==> config.mk <==
export PLATFORM = sky130hd
export DESIGN_NAME = fetch_stage
export DESIGN_NICKNAME = d
export VERILOG_FILES = /design/src/rtl/mips_pkg.sv /design/src/rtl/fetch_next_pc.sv /design/src/rtl/fetch_stage.sv
export SDC_FILE = /design/constraint.sdc
export NUM_CORES = 1
export LEC_CHECK = 0
export ABC_AREA = 0
export BUFFER_PORTS_ARGS = -buffer_cell sky130_fd_sc_hd__buf_2
export CORE_ASPECT_RATIO = 0.9
export CORE_MARGIN = 1.5
export CORE_UTILIZATION = 30
export CTS_BUF_LIST = sky130_fd_sc_hd__clkbuf_16
export DETAILED_ROUTE_END_ITERATION = 8
export HOLD_SLACK_MARGIN = 0.05
export PLACE_DENSITY = 0.52
export SLEW_MARGIN = 20
export SYNTH_ARGS = -nofsm -noshare
export SYNTH_HDL_FRONTEND = slang
export SYNTH_SLANG_ARGS = --single-unit
export TNS_END_PERCENT = 50
==> constraint.sdc <==
create_clock -name i_clk -period 7.8 [get_ports i_clk]
set_input_delay 0 -clock i_clk [delete_from_list [all_inputs] [get_ports i_clk]]
set_output_delay 0 -clock i_clk [all_outputs]
set_load 0.1 [all_outputs]
==> src/rtl/mips_pkg.sv <==
// Shared MIPS core definitions: fetch FSM states, the nop encoding and the default reset vector.
package mips_pkg;

  typedef enum logic [1:0] {
    IDLE = 2'd0,
    WAIT = 2'd1,
    KILL = 2'd2,
    HOLD = 2'd3
  } fetch_state_e;

  localparam logic [31:0] NOP_INSTR        = 32'h0000_0000;
  localparam logic [31:0] RESET_PC_DEFAULT = 32'h0000_0000;

endpackage

==> src/rtl/fetch_next_pc.sv <==
// Next-PC selection for the fetch stage: redirect detection, target mux and sequential PC+4.
module fetch_next_pc (
  input  logic        i_pc_jump,
  input  logic        i_pc_src,
  input  logic [31:0] i_jump_tgt,
  input  logic [31:0] i_branch_tgt,
  input  logic [31:0] i_pc,
  output logic        o_redirect,
  output logic [31:0] o_target,
  output logic [31:0] o_pc_plus4
);

  // Jump wins over a taken branch when decode asserts both.
  assign o_redirect = i_pc_jump | i_pc_src;
  assign o_target   = i_pc_jump ? i_jump_tgt : i_branch_tgt;
  assign o_pc_plus4 = i_pc + 32'd4;

endmodule

==> src/rtl/fetch_stage.sv <==
// MIPS instruction-fetch stage with one outstanding imem request and the IF/ID register.
// Optional performance counters are enabled by defining FETCH_PERF_CNT_EN.
module fetch_stage
  import mips_pkg::*;
#(
  parameter logic [31:0] RESET_PC = RESET_PC_DEFAULT
) (
  input  logic        i_clk,
  input  logic        i_rst_n,
  input  logic        i_StallD,
  input  logic        i_FlushD,
  input  logic        i_PCSrcD,
  input  logic [31:0] i_PCBranchD,
  input  logic        i_JumpD,
  input  logic [31:0] i_PCJumpD,
  output logic        o_imem_req,
  output logic [31:0] o_imem_addr,
  input  logic        i_imem_rvalid,
  input  logic [31:0] i_imem_rdata,
  output logic [31:0] o_InstrD,
  output logic [5:0]  o_OpD,
  output logic [5:0]  o_functD,
  output logic [31:0] o_PCPlus4D,
  output logic        o_ValidD
`ifdef FETCH_PERF_CNT_EN
  ,
  output logic [31:0] o_fetch_cnt,
  output logic [15:0] o_discard_cnt
`endif
);

  fetch_state_e state_q, state_d;
  logic [31:0]  pc_q, pc_d;
  logic [31:0]  hold_q, hold_d;
  logic [31:0]  instr_q, instr_d;
  logic [31:0]  pcplus4_q, pcplus4_d;
  logic         valid_q, valid_d;

  logic         redirect;
  logic [31:0]  target;
  logic [31:0]  pc_plus4;
  logic         req;
  logic [31:0]  addr;
  logic         has_word;
  logic [31:0]  word;
  logic         discard;
  logic         word_wr;

  fetch_next_pc u_next_pc (
    .i_pc_jump    (i_JumpD),
    .i_pc_src     (i_PCSrcD),
    .i_jump_tgt   (i_PCJumpD),
    .i_branch_tgt (i_PCBranchD),
    .i_pc         (pc_q),
    .o_redirect   (redirect),
    .o_target     (target),
    .o_pc_plus4   (pc_plus4)
  );

  always_comb begin
    state_d  = state_q;
    pc_d     = pc_q;
    hold_d   = hold_q;
    req      = 1'b0;
    addr     = pc_q;
    has_word = 1'b0;
    word     = i_imem_rdata;
    discard  = 1'b0;
    case (state_q)
      IDLE: begin
        req     = 1'b1;
        state_d = WAIT;
      end
      WAIT: begin
        if (i_imem_rvalid) begin
          if (redirect) begin
            discard = 1'b1;
            req     = 1'b1;
            addr    = target;
            pc_d    = target;
          end else if (i_StallD && !i_FlushD) begin
            hold_d  = i_imem_rdata;
            state_d = HOLD;
          end else begin
            has_word = 1'b1;
            req      = 1'b1;
            addr     = pc_plus4;
            pc_d     = pc_plus4;
          end
        end else if (redirect) begin
          pc_d    = target;
          state_d = KILL;
        end
      end
      KILL: begin
        // The in-flight response belongs to the old path; refetch from the latest target.
        if (i_imem_rvalid) begin
          discard = 1'b1;
          req     = 1'b1;
          addr    = redirect ? target : pc_q;
          pc_d    = redirect ? target : pc_q;
          state_d = WAIT;
        end else if (redirect) begin
          pc_d = target;
        end
      end
      HOLD: begin
        if (redirect) begin
          req     = 1'b1;
          addr    = target;
          pc_d    = target;
          state_d = WAIT;
        end else if (!i_StallD && !i_FlushD) begin
          has_word = 1'b1;
          word     = hold_q;
          req      = 1'b1;
          addr     = pc_plus4;
          pc_d     = pc_plus4;
          state_d  = WAIT;
        end
      end
      default: state_d = IDLE;
    endcase
  end

  always_comb begin
    instr_d   = instr_q;
    pcplus4_d = pcplus4_q;
    valid_d   = valid_q;
    word_wr   = 1'b0;
    if (i_FlushD) begin
      instr_d = NOP_INSTR;
      valid_d = 1'b0;
    end else if (i_StallD) begin
      instr_d = instr_q;
    end else if (has_word) begin
      instr_d   = word;
      pcplus4_d = pc_plus4;
      valid_d   = 1'b1;
      word_wr   = 1'b1;
    end else begin
      instr_d = NOP_INSTR;
      valid_d = 1'b0;
    end
  end

  always_ff @(posedge i_clk or negedge i_rst_n) begin
    if (!i_rst_n) begin
      state_q   <= IDLE;
      pc_q      <= RESET_PC;
      instr_q   <= NOP_INSTR;
      pcplus4_q <= 32'h0;
      valid_q   <= 1'b0;
    end else begin
      state_q   <= state_d;
      pc_q      <= pc_d;
      instr_q   <= instr_d;
      pcplus4_q <= pcplus4_d;
      valid_q   <= valid_d;
    end
  end

  always_ff @(posedge i_clk) begin
    hold_q <= hold_d;
  end

  // Held in reset, IDLE must not leak its request pulse.
  assign o_imem_req  = req & i_rst_n;
  assign o_imem_addr = addr;
  assign o_InstrD    = instr_q;
  assign o_OpD       = instr_q[31:26];
  assign o_functD    = instr_q[5:0];
  assign o_PCPlus4D  = pcplus4_q;
  assign o_ValidD    = valid_q;

`ifdef FETCH_PERF_CNT_EN
  logic [31:0] fetch_cnt_q, fetch_cnt_d;
  logic [15:0] discard_cnt_q, discard_cnt_d;

  always_comb begin
    fetch_cnt_d   = fetch_cnt_q;
    discard_cnt_d = discard_cnt_q;
    if (word_wr) fetch_cnt_d = fetch_cnt_q + 32'd1;
    if (discard && discard_cnt_q != 16'hFFFF) discard_cnt_d = discard_cnt_q + 16'd1;
  end

  always_ff @(posedge i_clk or negedge i_rst_n) begin
    if (!i_rst_n) begin
      fetch_cnt_q   <= 32'h0;
      discard_cnt_q <= 16'h0;
    end else begin
      fetch_cnt_q   <= fetch_cnt_d;
      discard_cnt_q <= discard_cnt_d;
    end
  end

  assign o_fetch_cnt   = fetch_cnt_q;
  assign o_discard_cnt = discard_cnt_q;
`endif

endmodule

==> flow_summary.json <==
{
  "grt_pass1_wl_um": 60900,
  "path_max_fanout": 13,
  "status": "finished clean",
  "dieArea_um2": 33200,
  "setup_slack_ns": 3.63,
  "critPathKind": "reg2out",
  "clock_path_buffers": 2,
  "num_rows": 62,
  "synth.cell_area_um2": 9630,
  "routed_wl_um": 40700,
  "p_per_area_nw_per_um2": 337,
  "drt-pass1-iter-count": 8,
  "postCtsResizedCells": 0,
  "start_util": 0.303,
  "hold_class": "in2reg",
  "pre_cts_slack_ns": 3.98,
  "fin_tns_setup_ns": 0,
  "max-vdd-ir-drop_uv": 171,
  "cts_tree": "done",
  "portBuffers": 212,
  "synthDistinctLibCells": 73,
  "timing.final.crit_share": 0.534,
  "synth_edf_count": 32,
  "fmax_mhz": 240,
  "cts_root_buf": "clkbuf_16",
  "ios": 213,
  "syn_area_per_cell_um2": 8.02,
  "postRouteAntennaNets": 0,
  "slew_viol_final": 0,
  "timing.rr.end": "o_InstrD[9]",
  "yosysWarnings": 0,
  "rrSetupSlack_ns": 3.92,
  "core-area_um2": 31700,
  "clock_sinks": 131,
  "die_width_um": 192,
  "arrival_ns": 4.17,
  "r2r_start": "state_q[0]",
  "path_clk_slew_ns": 0.07,
  "maxCapViolCount": 0,
  "min_to": "pc_q[12]",
  "leakage_uw": 0.00491,
  "async_flop_share": 0.756,
  "final_nets": 1481,
  "hold_viol": 0,
  "synth_nets": 1304,
  "antennaDiodeCount": 0,
  "clock_skew_ns": 0.0131,
  "drt_iter0_drc": 1375,
  "gr-total-overflow": 0,
  "crit_path_start_kind": "register",
  "min_period_ns": 4.17,
  "clock_latency_ns": 0.44,
  "worst_slew_margin_rel": 0.245,
  "layout.cells.most_common": "buf_2",
  "hold_start": "i_PCJumpD[12]",
  "post-dp-hpwl_um": 27300,
  "drc": 0,
  "cts_buffers": 17,
  "via_per_inst": 5.79,
  "area_growth_syn_to_layout_pct": 25.0,
  "cts_max_level": 4,
  "antenna_found_initial": 0,
  "rsz0062_at_grt": "false",
  "grt_usage": 0.243,
  "synthCells": 1200,
  "gp_congestion": 0.973,
  "worstHoldPathCells": 5,
  "drive_gt1_frac": 0.207,
  "layout_common_cells": "buf_2 (211), nand2_1 (163), o21ai_0 (135)",
  "ys_seq_area_frac": 0.357,
  "grt_pass1_vias": 9711,
  "grt_max_degree": 94,
  "cts_setup_buffers": 0,
  "required_ns": 7.80,
  "end_kind": "output pin",
  "routedWlPerCell_um": 22.5,
  "die_y_um": 173,
  "worst_pin_slew_ns": 1.13,
  "synth-seq-cells": 131,
  "synth_flop_cell": "dfrtp_1",
  "reg2reg_depth": 6,
  "setup_violations": 0,
  "num_vias": 10465
}
-- per-layer routing --
layer  wire, um  GRT usage  up-vias
li1           -          -     4764
met1      18100      0.353     4944
met2      17100      0.343      645
met3       3900     0.0507      112
met4       1610      0.104        0
met5          0          0        -
-- worst max-delay path by stage --
stage                     from         endpoint  slack (ns)
global route           pc_q[4]  o_imem_addr[27]        3.48
global placement    state_q[0]   o_PCPlus4D[23]        4.15
detailed placement  state_q[0]     o_InstrD[12]        3.98
floorplan           state_q[0]   o_imem_addr[5]        3.09
CTS                    pc_q[4]  o_imem_addr[27]        3.75
finish                 pc_q[4]  o_imem_addr[27]        3.63
-- critical path, cell delays in order, from the launching register on --
cell and delay, ns:
dfrtp_1 0.69, nand3_1 0.64, nor4_4 0.77, nand3_1 0.39, o31ai_1 0.35, a2111oi_0 0.12, a211oi_1 0.27, buf_2 0.48
-- state kept, by name, summed over array words and instances, names as in the netlist --
signal and flops:
hold_q 32, o_InstrD 32, o_PCPlus4D 32, pc_q 32, state_q 2, o_ValidD 1
-- where the power goes --
part           total [uW]  internal, uW  switching [uW]
Combinational        2070           446            1620
Sequential           1080           824             252
Clock                 918           546             372
Total                4060          1820            2240
-- timing repair --
item	in CTS	in global routing
hold buffers	54	0
setup endpoints to repair	0	0
endpoints found under the hold margin	120	0
-- cells in the mapped netlist (18+ instances only) --
library cell / number / area, um2
xor2_1: 20 / 175
nand2_1: 163 / 612
o21ai_0: 135 / 676
nand3_1: 34 / 170
edfxtp_1: 32 / 961
a22oi_1: 19 / 143
nand4_1: 25 / 156
a22o_1: 19 / 166
dfrtp_1: 99 / 2480
xnor2_1: 42 / 368
nor3_1: 22 / 110
buf_2: 20 / 100
mux2i_1: 42 / 420
a31oi_1: 25 / 156
a21oi_1: 93 / 465
nor2_1: 85 / 319
buf_4: 18 / 135
buf_1: 19 / 71.3
clkbuf_1: 72 / 270
-- cells by family (layout without fill, tap and decap cells) --
| logic type | Yosys count | after routing | synth area share |
|---|---|---|---|
| xor gates and xnor gates | 62 | 62 | 0.0564 |
| DFF | 131 | 131 | 0.357 |
| AOI/OAI and AO/OA | 419 | 419 | 0.273 |
| and+or+nand+nor | 404 | 404 | 0.203 |
| adders and majority gates | 1 | 1 | 0.00130 |
| buffers and inverters | 140 | 330 | 0.0642 |
| muxes | 43 | 43 | 0.0448 |
-- area by class of cell --
cell class / count / area [um2]
fillers: 3266 / 19700
flip-flops and latches: 131 / 3440
inverters: 11 / 41.3
well taps: 416 / 520
clock inverters: 15 / 218
clock buffers: 17 / 425
repair buffers: 287 / 1760
multi-input cells: 929 / 5630
-- per-stage QoR --
step / instances / area (um2) / utilization / power (uW) / hold WS (ns)
after floorplan: 1200 / 9630 / - / 2640 / -0.296
after global placement: 1720 / 10800 / 0.342 / 3100 / 0.0795
after detailed placement: 1720 / 10800 / 0.342 / 3100 / 0.0870
after CTS: 1806 / 12000 / 0.379 / 4050 / 0.0563
after global routing: 1806 / 12000 / 0.379 / 4220 / 0.0969
final: 1806 / 12000 / 0.379 / 4060 / 0.0611
Power figures use the tool's default switching activity.
